--- config.mk ---
export PLATFORM = sky130hd
export DESIGN_NAME = audio_sample_fifo_flat
export DESIGN_NICKNAME = d
export VERILOG_FILES = /design/src/rtl/audio_sample_fifo_pkg.sv /design/src/rtl/audio_sample_fifo_if.sv /design/src/rtl/audio_pair_ram.sv /design/src/rtl/audio_sample_fifo.sv /design/src/flat_wrapper.sv
export SDC_FILE = /design/constraint.sdc
export NUM_CORES = 2
export LEC_CHECK = 0
export BUFFER_PORTS_ARGS = -buffer_cell sky130_fd_sc_hd__buf_2
export CAP_MARGIN = 5
export CORE_ASPECT_RATIO = 2
export CORE_MARGIN = 2
export CORE_UTILIZATION = 35
export DETAILED_ROUTE_END_ITERATION = 16
export PLACE_DENSITY_LB_ADDON = 0.05
export REMOVE_ABC_BUFFERS = 1
export SLEW_MARGIN = 20
export SYNTH_ARGS = -nofsm -noshare
export SYNTH_HDL_FRONTEND = slang
export SYNTH_SLANG_ARGS = --single-unit
--- constraint.sdc ---
create_clock -name clk -period 4.07 [get_ports clk]
set_clock_uncertainty 0.05 [all_clocks]
set_input_delay 0.2035 -clock clk [delete_from_list [all_inputs] [get_ports clk]]
set_output_delay 0.2035 -clock clk [all_outputs]
set_load 0.1 [all_outputs]
--- src/rtl/audio_sample_fifo_pkg.sv ---
// Shared types and defaults for the stereo audio sample FIFO.
//
// Contents:
//   DefFifoWidth / DefAudBitDepth / DefPrimeLevel : default build parameters
//   DEPTH    : default depth in sample pairs (2**DefFifoWidth)
//   pair_t   : stereo pair, packed {left, right}
//   state_e  : delivery state, StPrime (buffering) / StRun (delivering)
//   sat_inc16: saturating 16-bit increment used by the optional event counters
package audio_sample_fifo_pkg;

    localparam int unsigned DefFifoWidth   = 6;
    localparam int unsigned DefAudBitDepth = 24;
    localparam int unsigned DefPrimeLevel  = 8;
    localparam int unsigned DEPTH          = 2 ** DefFifoWidth;

    typedef struct packed {
        logic [DefAudBitDepth-1:0] left;
        logic [DefAudBitDepth-1:0] right;
    } pair_t;

    typedef enum logic [0:0] {
        StPrime,
        StRun
    } state_e;

    function automatic logic [15:0] sat_inc16(input logic [15:0] value);
        return (value == 16'hFFFF) ? value : value + 16'd1;
    endfunction

endpackage

--- src/rtl/audio_sample_fifo_if.sv ---
// Bus bundle between the synth voice output / audio mux and audio_sample_fifo.
//
// Signals:
//   wr_en, lsample_in, rsample_in      : push side (one pair per cycle high)
//   l_read, r_read                      : mux read strobes; r_read pops the head
//   flush, clr_flags                    : control
//   lsound_out, rsound_out              : head pair, or 0
//   level, full, empty, primed          : fill status
//   write_cnt, read_cnt                 : free-running 7-bit push/pop counters
//   underrun, overrun                   : sticky error flags
//   underrun_count, overrun_count       : only with AUDIO_FIFO_STATS_EN defined
// Modports: slave (FIFO side), master (driver side).
interface audio_sample_fifo_if
    import audio_sample_fifo_pkg::*;
#(
    parameter int unsigned FIFO_WIDTH    = DefFifoWidth,
    parameter int unsigned AUD_BIT_DEPTH = DefAudBitDepth
) ();

    logic                     wr_en;
    logic [AUD_BIT_DEPTH-1:0] lsample_in;
    logic [AUD_BIT_DEPTH-1:0] rsample_in;
    logic                     l_read;
    logic                     r_read;
    logic                     flush;
    logic                     clr_flags;
    logic [AUD_BIT_DEPTH-1:0] lsound_out;
    logic [AUD_BIT_DEPTH-1:0] rsound_out;
    logic [FIFO_WIDTH:0]      level;
    logic                     full;
    logic                     empty;
    logic                     primed;
    logic [6:0]               write_cnt;
    logic [6:0]               read_cnt;
    logic                     underrun;
    logic                     overrun;
`ifdef AUDIO_FIFO_STATS_EN
    logic [15:0]              underrun_count;
    logic [15:0]              overrun_count;
`endif

    modport slave (
`ifdef AUDIO_FIFO_STATS_EN
        output underrun_count,
        output overrun_count,
`endif
        input  wr_en,
        input  lsample_in,
        input  rsample_in,
        input  l_read,
        input  r_read,
        input  flush,
        input  clr_flags,
        output lsound_out,
        output rsound_out,
        output level,
        output full,
        output empty,
        output primed,
        output write_cnt,
        output read_cnt,
        output underrun,
        output overrun
    );

    modport master (
`ifdef AUDIO_FIFO_STATS_EN
        input  underrun_count,
        input  overrun_count,
`endif
        output wr_en,
        output lsample_in,
        output rsample_in,
        output l_read,
        output r_read,
        output flush,
        output clr_flags,
        input  lsound_out,
        input  rsound_out,
        input  level,
        input  full,
        input  empty,
        input  primed,
        input  write_cnt,
        input  read_cnt,
        input  underrun,
        input  overrun
    );

endinterface

--- src/rtl/audio_pair_ram.sv ---
// Simple dual-port storage for stereo sample pairs.
// Synchronous write, asynchronous (combinational) read; no reset on contents.
//
// Ports:
//   clk_i   : clock
//   we_i    : write enable
//   waddr_i : write address
//   wdata_i : write data (packed {left, right})
//   raddr_i : read address
//   rdata_o : read data, combinational from raddr_i
module audio_pair_ram
    import audio_sample_fifo_pkg::*;
#(
    parameter int unsigned AddrWidth = DefFifoWidth,
    parameter int unsigned DataWidth = 2 * DefAudBitDepth
) (
    input  logic                 clk_i,
    input  logic                 we_i,
    input  logic [AddrWidth-1:0] waddr_i,
    input  logic [DataWidth-1:0] wdata_i,
    input  logic [AddrWidth-1:0] raddr_i,
    output logic [DataWidth-1:0] rdata_o
);

    logic [DataWidth-1:0] mem_q [2**AddrWidth];

    always_ff @(posedge clk_i) begin
        if (we_i) begin
            mem_q[waddr_i] <= wdata_i;
        end
    end

    assign rdata_o = mem_q[raddr_i];

endmodule

--- src/rtl/audio_sample_fifo.sv ---
// Stereo sample FIFO feeding the audio bus mux.
//
// Buffers {left,right} pairs from the synth voice output, withholds data until
// PRIME_LEVEL pairs are stored, then presents the head pair combinationally;
// r_read pops it, l_read only observes it. An r_read on an empty FIFO while
// running flags underrun and drops back to priming.
//
// Ports:
//   clk   : system clock
//   reset : synchronous, active-high reset
//   bus   : audio_sample_fifo_if.slave (push/read strobes, head pair, status)
//
// Parameters must match those of the connected interface instance.
// Optional feature: define AUDIO_FIFO_STATS_EN to add saturating 16-bit
// underrun_count / overrun_count event counters on the interface.
module audio_sample_fifo
    import audio_sample_fifo_pkg::*;
#(
    parameter int unsigned FIFO_WIDTH    = DefFifoWidth,
    parameter int unsigned AUD_BIT_DEPTH = DefAudBitDepth,
    parameter int unsigned PRIME_LEVEL   = DefPrimeLevel
) (
    input  logic                clk,
    input  logic                reset,
    audio_sample_fifo_if.slave  bus
);

    localparam int unsigned       Depth     = 2 ** FIFO_WIDTH;
    localparam int unsigned       PairWidth = 2 * AUD_BIT_DEPTH;
    localparam logic [FIFO_WIDTH:0] LevelFull = (FIFO_WIDTH + 1)'(Depth);

    state_e                  state_q, state_d;
    logic [FIFO_WIDTH-1:0]   wr_ptr_q, wr_ptr_d;
    logic [FIFO_WIDTH-1:0]   rd_ptr_q, rd_ptr_d;
    logic [FIFO_WIDTH:0]     level_q, level_d;
    logic [6:0]              write_cnt_q, write_cnt_d;
    logic [6:0]              read_cnt_q, read_cnt_d;
    logic                    underrun_q, underrun_d;
    logic                    overrun_q, overrun_d;

    logic                    empty;
    logic                    full;
    logic                    running;
    logic                    do_pop;
    logic                    do_push;
    logic                    underrun_evt;
    logic                    overrun_evt;
    logic [PairWidth-1:0]    head_pair;

    assign empty   = (level_q == '0);
    assign full    = (level_q == LevelFull);
    assign running = (state_q == StRun);

    // flush overrides any push/pop/flag event in the same cycle.
    always_comb begin
        do_pop       = 1'b0;
        do_push      = 1'b0;
        underrun_evt = 1'b0;
        overrun_evt  = 1'b0;
        if (!bus.flush) begin
            do_pop       = running && bus.r_read && !empty;
            underrun_evt = running && bus.r_read && empty;
            // A full FIFO still accepts a push when a pop frees a slot this cycle.
            do_push      = bus.wr_en && (!full || do_pop);
            overrun_evt  = bus.wr_en && full && !do_pop;
        end
    end

    always_comb begin
        state_d     = state_q;
        wr_ptr_d    = wr_ptr_q;
        rd_ptr_d    = rd_ptr_q;
        level_d     = level_q;
        write_cnt_d = write_cnt_q;
        read_cnt_d  = read_cnt_q;
        underrun_d  = underrun_q;
        overrun_d   = overrun_q;

        if (bus.flush) begin
            state_d    = StPrime;
            wr_ptr_d   = '0;
            rd_ptr_d   = '0;
            level_d    = '0;
            underrun_d = 1'b0;
            overrun_d  = 1'b0;
        end else begin
            if (do_push) begin
                wr_ptr_d    = wr_ptr_q + 1'b1;
                write_cnt_d = write_cnt_q + 7'd1;
            end
            if (do_pop) begin
                rd_ptr_d   = rd_ptr_q + 1'b1;
                read_cnt_d = read_cnt_q + 7'd1;
            end
            if (do_push && !do_pop) begin
                level_d = level_q + 1'b1;
            end else if (do_pop && !do_push) begin
                level_d = level_q - 1'b1;
            end

            unique case (state_q)
                StPrime: begin
                    // Uses the registered level, so priming completes the cycle
                    // after the threshold pair lands.
                    if (32'(level_q) >= PRIME_LEVEL) begin
                        state_d = StRun;
                    end
                end
                StRun: begin
                    if (underrun_evt) begin
                        state_d = StPrime;
                    end
                end
                default: state_d = StPrime;
            endcase

            // Set has priority over clear.
            if (underrun_evt) begin
                underrun_d = 1'b1;
            end else if (bus.clr_flags) begin
                underrun_d = 1'b0;
            end
            if (overrun_evt) begin
                overrun_d = 1'b1;
            end else if (bus.clr_flags) begin
                overrun_d = 1'b0;
            end
        end
    end

    always_ff @(posedge clk) begin
        if (reset) begin
            state_q     <= StPrime;
            wr_ptr_q    <= '0;
            rd_ptr_q    <= '0;
            level_q     <= '0;
            write_cnt_q <= '0;
            read_cnt_q  <= '0;
            underrun_q  <= 1'b0;
            overrun_q   <= 1'b0;
        end else begin
            state_q     <= state_d;
            wr_ptr_q    <= wr_ptr_d;
            rd_ptr_q    <= rd_ptr_d;
            level_q     <= level_d;
            write_cnt_q <= write_cnt_d;
            read_cnt_q  <= read_cnt_d;
            underrun_q  <= underrun_d;
            overrun_q   <= overrun_d;
        end
    end

    audio_pair_ram #(
        .AddrWidth (FIFO_WIDTH),
        .DataWidth (PairWidth)
    ) u_ram (
        .clk_i   (clk),
        .we_i    (do_push),
        .waddr_i (wr_ptr_q),
        .wdata_i ({bus.lsample_in, bus.rsample_in}),
        .raddr_i (rd_ptr_q),
        .rdata_o (head_pair)
    );

    // Head pair is only exposed while delivering; otherwise the mux sees silence.
    assign bus.lsound_out = (running && !empty) ? head_pair[PairWidth-1:AUD_BIT_DEPTH] : '0;
    assign bus.rsound_out = (running && !empty) ? head_pair[AUD_BIT_DEPTH-1:0] : '0;
    assign bus.level      = level_q;
    assign bus.full       = full;
    assign bus.empty      = empty;
    assign bus.primed     = running;
    assign bus.write_cnt  = write_cnt_q;
    assign bus.read_cnt   = read_cnt_q;
    assign bus.underrun   = underrun_q;
    assign bus.overrun    = overrun_q;

`ifdef AUDIO_FIFO_STATS_EN
    logic [15:0] underrun_count_q, underrun_count_d;
    logic [15:0] overrun_count_q, overrun_count_d;

    always_comb begin
        underrun_count_d = underrun_count_q;
        overrun_count_d  = overrun_count_q;
        if (bus.flush) begin
            underrun_count_d = '0;
            overrun_count_d  = '0;
        end else begin
            if (bus.clr_flags) begin
                underrun_count_d = '0;
                overrun_count_d  = '0;
            end
            if (underrun_evt) begin
                underrun_count_d = sat_inc16(underrun_count_d);
            end
            if (overrun_evt) begin
                overrun_count_d = sat_inc16(overrun_count_d);
            end
        end
    end

    always_ff @(posedge clk) begin
        if (reset) begin
            underrun_count_q <= '0;
            overrun_count_q  <= '0;
        end else begin
            underrun_count_q <= underrun_count_d;
            overrun_count_q  <= overrun_count_d;
        end
    end

    assign bus.underrun_count = underrun_count_q;
    assign bus.overrun_count  = overrun_count_q;
`endif

endmodule
--- src/flat_wrapper.sv ---
// flat-port wrapper written by rule: the top's interface ports become plain ports
module audio_sample_fifo_flat import audio_sample_fifo_pkg::*;
#(
    parameter int unsigned FIFO_WIDTH    = DefFifoWidth,
    parameter int unsigned AUD_BIT_DEPTH = DefAudBitDepth,
    parameter int unsigned PRIME_LEVEL   = DefPrimeLevel
)
  (clk, reset, bus_wr_en, bus_lsample_in, bus_rsample_in, bus_l_read, bus_r_read, bus_flush, bus_clr_flags, bus_lsound_out, bus_rsound_out, bus_level, bus_full, bus_empty, bus_primed, bus_write_cnt, bus_read_cnt, bus_underrun, bus_overrun);
  audio_sample_fifo_if #(.FIFO_WIDTH(FIFO_WIDTH), .AUD_BIT_DEPTH(AUD_BIT_DEPTH)) bus_i ();
  input  logic clk;
  input  logic reset;
  input wire logic [$bits(bus_i.wr_en)-1:0] bus_wr_en;
  input wire logic [$bits(bus_i.lsample_in)-1:0] bus_lsample_in;
  input wire logic [$bits(bus_i.rsample_in)-1:0] bus_rsample_in;
  input wire logic [$bits(bus_i.l_read)-1:0] bus_l_read;
  input wire logic [$bits(bus_i.r_read)-1:0] bus_r_read;
  input wire logic [$bits(bus_i.flush)-1:0] bus_flush;
  input wire logic [$bits(bus_i.clr_flags)-1:0] bus_clr_flags;
  output wire logic [$bits(bus_i.lsound_out)-1:0] bus_lsound_out;
  output wire logic [$bits(bus_i.rsound_out)-1:0] bus_rsound_out;
  output wire logic [$bits(bus_i.level)-1:0] bus_level;
  output wire logic [$bits(bus_i.full)-1:0] bus_full;
  output wire logic [$bits(bus_i.empty)-1:0] bus_empty;
  output wire logic [$bits(bus_i.primed)-1:0] bus_primed;
  output wire logic [$bits(bus_i.write_cnt)-1:0] bus_write_cnt;
  output wire logic [$bits(bus_i.read_cnt)-1:0] bus_read_cnt;
  output wire logic [$bits(bus_i.underrun)-1:0] bus_underrun;
  output wire logic [$bits(bus_i.overrun)-1:0] bus_overrun;
  assign bus_i.wr_en = bus_wr_en;
  assign bus_i.lsample_in = bus_lsample_in;
  assign bus_i.rsample_in = bus_rsample_in;
  assign bus_i.l_read = bus_l_read;
  assign bus_i.r_read = bus_r_read;
  assign bus_i.flush = bus_flush;
  assign bus_i.clr_flags = bus_clr_flags;
  assign bus_lsound_out = bus_i.lsound_out;
  assign bus_rsound_out = bus_i.rsound_out;
  assign bus_level = bus_i.level;
  assign bus_full = bus_i.full;
  assign bus_empty = bus_i.empty;
  assign bus_primed = bus_i.primed;
  assign bus_write_cnt = bus_i.write_cnt;
  assign bus_read_cnt = bus_i.read_cnt;
  assign bus_underrun = bus_i.underrun;
  assign bus_overrun = bus_i.overrun;
  audio_sample_fifo #(.FIFO_WIDTH(FIFO_WIDTH), .AUD_BIT_DEPTH(AUD_BIT_DEPTH), .PRIME_LEVEL(PRIME_LEVEL)) u_core (.clk(clk), .reset(reset), .bus(bus_i));
endmodule
Word-level counts from Yosys, hierarchy flattened
Memories as Yosys holds them, arrays and structs flattened. A register that Yosys moved wholly into a read port is not among the register bits.
Index checks and enable logic that the tools add are counted.
- output and inout bits: 74
- memories: 1
- word-level logic and storage cells: 59
- input port bits: 55
- RAM bits: 3072
- register bits: 36
- $lt $le $gt $ge: 1
- equal/unequal tests: 1
- bitwise gates (word level): 2
- reductions and logical operators: 22
- muxes and demuxes: 18
- add/subtract/negate cells: 6
- memories (memory ; words ; bits a word ; rd ports ; clocked after Yosys merged registers in ; write ports ; RTL line ; source):
    u_core.u_ram.mem_q ; 64 ; 48 ; 1 ; 1 ; 1 ; audio_pair_ram.sv:25 ; logic [DataWidth-1:0] mem_q [2**AddrWidth];
- operators with widths (cell ; count):
    24-bit 2-to-1 mux ; 2
    7-bit by 1-bit adder with 7-bit output, second input constant ; 3
    7-bit 2-to-1 mux ; 2
    6-bit by 1-bit adder with 6-bit output, second input constant ; 2
    6-bit 2-to-1 mux ; 2
    1-bit 2-to-1 mux ; 11
    1-bit logical AND ; 9
    7-bit == test, second input constant ; 1
    7-bit by 4-bit >= comparator with 1-bit output, second input constant ; 1
    7-bit zero test ; 1
    7-bit by 1-bit subtractor with 7-bit output, second input constant ; 1
    2-bit nonzero test ; 3
    1-bit zero test ; 5
    2-bit AND reduction ; 2
    1-bit inverter ; 2
    1-bit one-hot mux with 2 select lines ; 1
    2-bit OR reduction ; 1
    1-bit logical OR ; 1

Longest topological paths before layout
- depth after elaboration: 10
- mapped depth: 13
- gate-level depth less buffers: 11

Cells and area by module
Synthesis repeated with hierarchy kept, for this count alone.
- cell total of the unflattened synthesis: 5190
- area, all modules: 118341.0 µm²
- by module, submodules not included (module ; area each (µm²) ; cells an instance ; instances ; seq. area each (µm²)):
    audio_pair_ram ; 116156.4 ; 4922 ; 1 ; 92248.5
    audio_sample_fifo ; 2184.6 ; 268 ; 1 ; 720.7

Worst setup path before layout
Ideal clock, no wire load.
- path type: flip-flop to output port
- start: reg u_core.level_q[0], in the netlist u_core.bus.level[0]
- end: out bus_lsound_out[1]
- path slack: -1708 ps
- arrival: 5525 ps
- buffers on the path: 2
- data required time: 3817 ps
- stages on the path, launching flop included: 6
- cells stage by stage: dfxtp_1 -> or3_1 -> clkbuf_1 -> o211ai_2 -> buf_2 -> o311ai_0
- cells in the longest elaborated chain, start to end: 4
- RTL lines (item ; RTL line ; source):
    from (decl) ; audio_sample_fifo.sv:35 ; logic [FIFO_WIDTH:0] level_q, level_d;
    from (signal assigned) ; audio_sample_fifo.sv:145 ; level_q <= level_d;
    7-bit zero test ; audio_sample_fifo.sv:50 ; assign empty = (level_q == '0);
    1-bit zero test ; audio_sample_fifo.sv:166 ; assign bus.lsound_out = (running && !empty) ? head_pair[PairWidth-1:AUD_BIT_DEPTH] : '0;
    1-bit logical AND ; audio_sample_fifo.sv:166 ;
    24-bit 2-to-1 mux ; audio_sample_fifo.sv:166 ;
    to (decl) ; flat_wrapper.sv:19 ; output wire logic [$bits(bus_i.lsound_out)-1:0] bus_lsound_out;
No other way between the ends.

==> flow_metrics.py <==
metrics = {
    "routing": {
        "routed_wl_um": 447000,
        "drt-pass1-iter-count": 6,
        "vias_per_cell": 5.71,
        "drc_errors": 0,
        "ant_nets": 0,
        "post_drt_wl_per_cell_um": 41.7,
        "vias": 61100,
        "drt_iter0_drc": 5846,
    },
    "power": {
        "power_density_nw_per_um2": 451,
        "p_leak_nw": 43.5,
        "ir_drop_v": 0.000246,
        "p_total_mw": 64.0,
    },
    "sta": {
        "fmax_mhz": 250,
        "final.min_clock_period_ns": 4.01,
        "maxSlewHeadroom_pct": 25.4,
        "tightest_slew_ns": 1.11,
        "setup_viol": 0,
        "hold_ws_ns": 0.164,
        "final_max_slew_viol_count": 0,
        "finalCritPeriodShare_pct": 98.4,
        "hold_violations": 0,
    },
    "synth": {
        "synth_top_area_share_pct": 77.5,
        "synth_top_area_cell": "edfxtp_1",
        "netlist_instances": 5353,
        "synth_seq_cells": 3114,
        "yosysSeqAreaShare_pct": 78.2,
        "synth_edf_count": 3072,
        "syn_avg_cell_area_um2": 22.2,
        "yosysWarningCount": 0,
        "dominantRegCellSynth": "edfxtp_1",
        "async_reset_ff_share_pct": 0,
        "synth.most_common_cell": "edfxtp_1",
        "synthTopCellsByArea": "edfxtp_1 78%, mux4_2 14%, mux2i_1 1.2%",
        "synth_area_um2": 119000,
        "ys_top_cells_by_count": "3072 x edfxtp_1, 725 x mux4_2, 157 x nor2_1, 147 x a22oi_1, 144 x mux2i_1",
        "synth.distinct_cells": 76,
    },
    "layout": {
        "drive_gt1_share_pct": 31.6,
        "synthToLayoutAreaGrowth_pct": 19.1,
        "fin_nets": 6145,
        "fin_cells": 10700,
        "stdcell_area_um2": 142000,
        "nFillCells": 29400,
    },
    "setup_path": {
        "crit_family": "buffers and inverters",
        "critical_path_buf_inv_count": 5,
        "rrSetupSlack_ns": 0.38,
        "worstSetupEndpointType": "output pin",
        "slowest_stage": "mux4_2",
        "crit_arrival_ns": 3.75,
        "crit_chain": "buf_12 > bufbuf_16 > buf_16 > mux4_2 > mux2i_4 > a32o_2 > a2111oi_1 > buf_4 > or3_4 > buf_12",
        "cp_max_fo": 11,
        "cp_data_required_time_ns": 3.82,
        "crit_top_cell": "buf_12",
        "cp_slowest_stage_delay_ns": 0.56,
        "path_class": "reg -> out",
        "startpoint_type": "register",
    },
    "global_routing": {
        "grt_pass1_vias": 64400,
        "grt_max_degree": 65,
        "antenna_found_initial": 15,
        "overflow": 0,
        "track_usage_pct": 25.7,
        "grt_pass1_wl_um": 594000,
    },
    "clock_tree": {
        "cts_tree": "built",
        "cts_root_buffer": "clkbuf_16",
        "cts_sinks": 3114,
        "clk_pin_slew_ns": 0.07,
        "clockBufferDepth": 4,
        "insertion_delay_ns": 0.89,
        "cts_made_buffers": 297,
        "htree_levels": 5,
    },
    "hold_path": {
        "hold_class": "in -> reg",
    },
    "floorplan": {
        "io_pins": 129,
        "dieArea_um2": 345000,
        "die_x_um": 416,
        "core_area_um2": 338000,
        "start_util_pct": 35.2,
        "rows": 302,
        "die_h_um": 829,
    },
    "placed_design": {
        "dp.cells": 10100,
        "gp_congestion": 0.773,
        "place_area_um2": 130000,
        "port-buffer-count": 127,
        "dp_hpwl_um": 257000,
    },
    "run_status": {
        "status": "finished clean",
    },
    "flow_run": {
        "maxCapViolCount": 0,
    },
}
## report_power, final
part,internal (mW),switching (mW),total [mW]
Sequential,35.2,0.0190,35.3
Combinational,0.255,0.852,1.11
Clock,15.2,12.4,27.6
## sequential cells by signal, indices dropped and copies added, names as in the netlist, named ones only
register,count
u_core.u_ram.mem_q,3072
u_core.bus.level,7
u_core.bus.read_cnt,7
u_core.bus.write_cnt,7
u_core.rd_ptr_q,6
u_core.wr_ptr_q,6
u_core.bus.overrun,1
u_core.bus.primed,1
u_core.bus.underrun,1
## final timing paths
check / from / endpoint / depth (start not counted)
worst min-delay path: bus_lsample_in[17] / u_core.u_ram.mem_q[14][41]$_DFFE_PP_ / 2
worst min register to register: u_core.bus.write_cnt[6]$_SDFFE_PP0P_ / u_core.bus.write_cnt[6]$_SDFFE_PP0P_ / 2
worst max register to register: u_core.bus.primed$_SDFF_PP0_ / u_core.bus.level[6]$_SDFFE_PP0P_ / 12
worst max-delay path: register / bus_rsound_out[23] / 10
## metrics by stage
stage / setup slack, ns / setup TNS (ns) / util (%)
finish: 0.0635 / 0 / 41.9
global route: -0.0131 / -0.0131 / 41.9
CTS: -0.0236 / -0.0662 / 41.7
detailed placement: 0.112 / 0 / 38.4
global placement: 0.0597 / 0 / 38.4
floorplan: -30.56 / -4957.33 / -
## layer usage
layer	GRT usage, %	vias up	part of all wire (%)
met5	0	-	0.0029
met2	47.6	1921	54
li1	-	24200	-
met4	8.79	2	3.9
met1	30.5	34400	38
met3	3.12	597	4.2
## cells in the final DEF, fill, tap and decap left out, types with 10 or more instances in the layout
cell type,synthesis,final
nand4_1,16,16
buf_4,67,361
clkinv_1,2,59
nor2_4,0,68
buf_16,0,14
clkbuf_1,104,56
dlygate4sd3_1,0,56
nor2_1,157,88
dfxtp_1,42,36
a211oi_1,26,24
xor2_1,17,17
mux4_2,725,725
and3_1,16,16
or3_1,13,10
ha_1,11,11
clkinv_2,0,55
and2_1,13,11
o21ai_0,33,25
bufinv_16,0,19
nor2b_1,22,16
clkbuf_16,0,310
edfxtp_1,3072,3072
a22o_1,12,11
a22oi_1,147,136
buf_6,26,24
nor3_1,43,34
a21oi_1,72,63
nand3_1,30,30
nand2_1,142,138
a31oi_1,22,20
buf_2,71,51
nand3b_1,10,10
mux2_2,10,10
a32oi_1,13,11
o22ai_1,99,95
mux2i_1,144,141
a22oi_2,0,11
buf_12,1,203
## cell type report
cell class,count,area [um2],area share [%]
multi-input combinational,1932,25300,17.8
tap,4408,5520,3.89
inverter,11,51.3,0.0362
timing repair buffer,722,8530,6.02
clock buffer,370,8000,5.64
clock inverter,149,1210,0.856
sequential,3114,93100,65.7
antenna,5,12.5,0.00883
## worst register-to-register path: stages, from the launching register on
cell	delay (ns)
dfxtp_1	0.52
nand2_1	0.16
a41oi_1	0.31
buf_4	0.23
ha_1	0.21
inv_1	0.18
fa_1	0.45
a21o_1	0.19
a21oi_1	0.32
nand4b_1	0.17
nand4_1	0.14
mux2i_1	0.15
dlygate4sd3_1	0.54
## repair_timing
item / CTS / global route
gates resized for setup: 150 / 30
pin swaps: 12 / 2
hold buffers: 31 / 25
hold endpoints to repair: 1090 / 1600
gates cloned: 6 / 2
setup endpoints to repair: 48 / 15
setup buffers: 58 / 10
## cells by family (layout without fill, tap and decap cells)
kind of cell | after synthesis | count (layout) | synth area share (%)
compound gates | 516 | 516 | 3.04
xor+xnor | 26 | 26 | 0.191
fa+ha+maj | 12 | 12 | 0.132
buf+inv | 307 | 1252 | 1.44
flops | 3114 | 3114 | 78.2
mux | 879 | 879 | 15.0
other cells | 0 | 5 | 0
simple gates | 499 | 499 | 1.95
(Power assumes the default switching activity.)
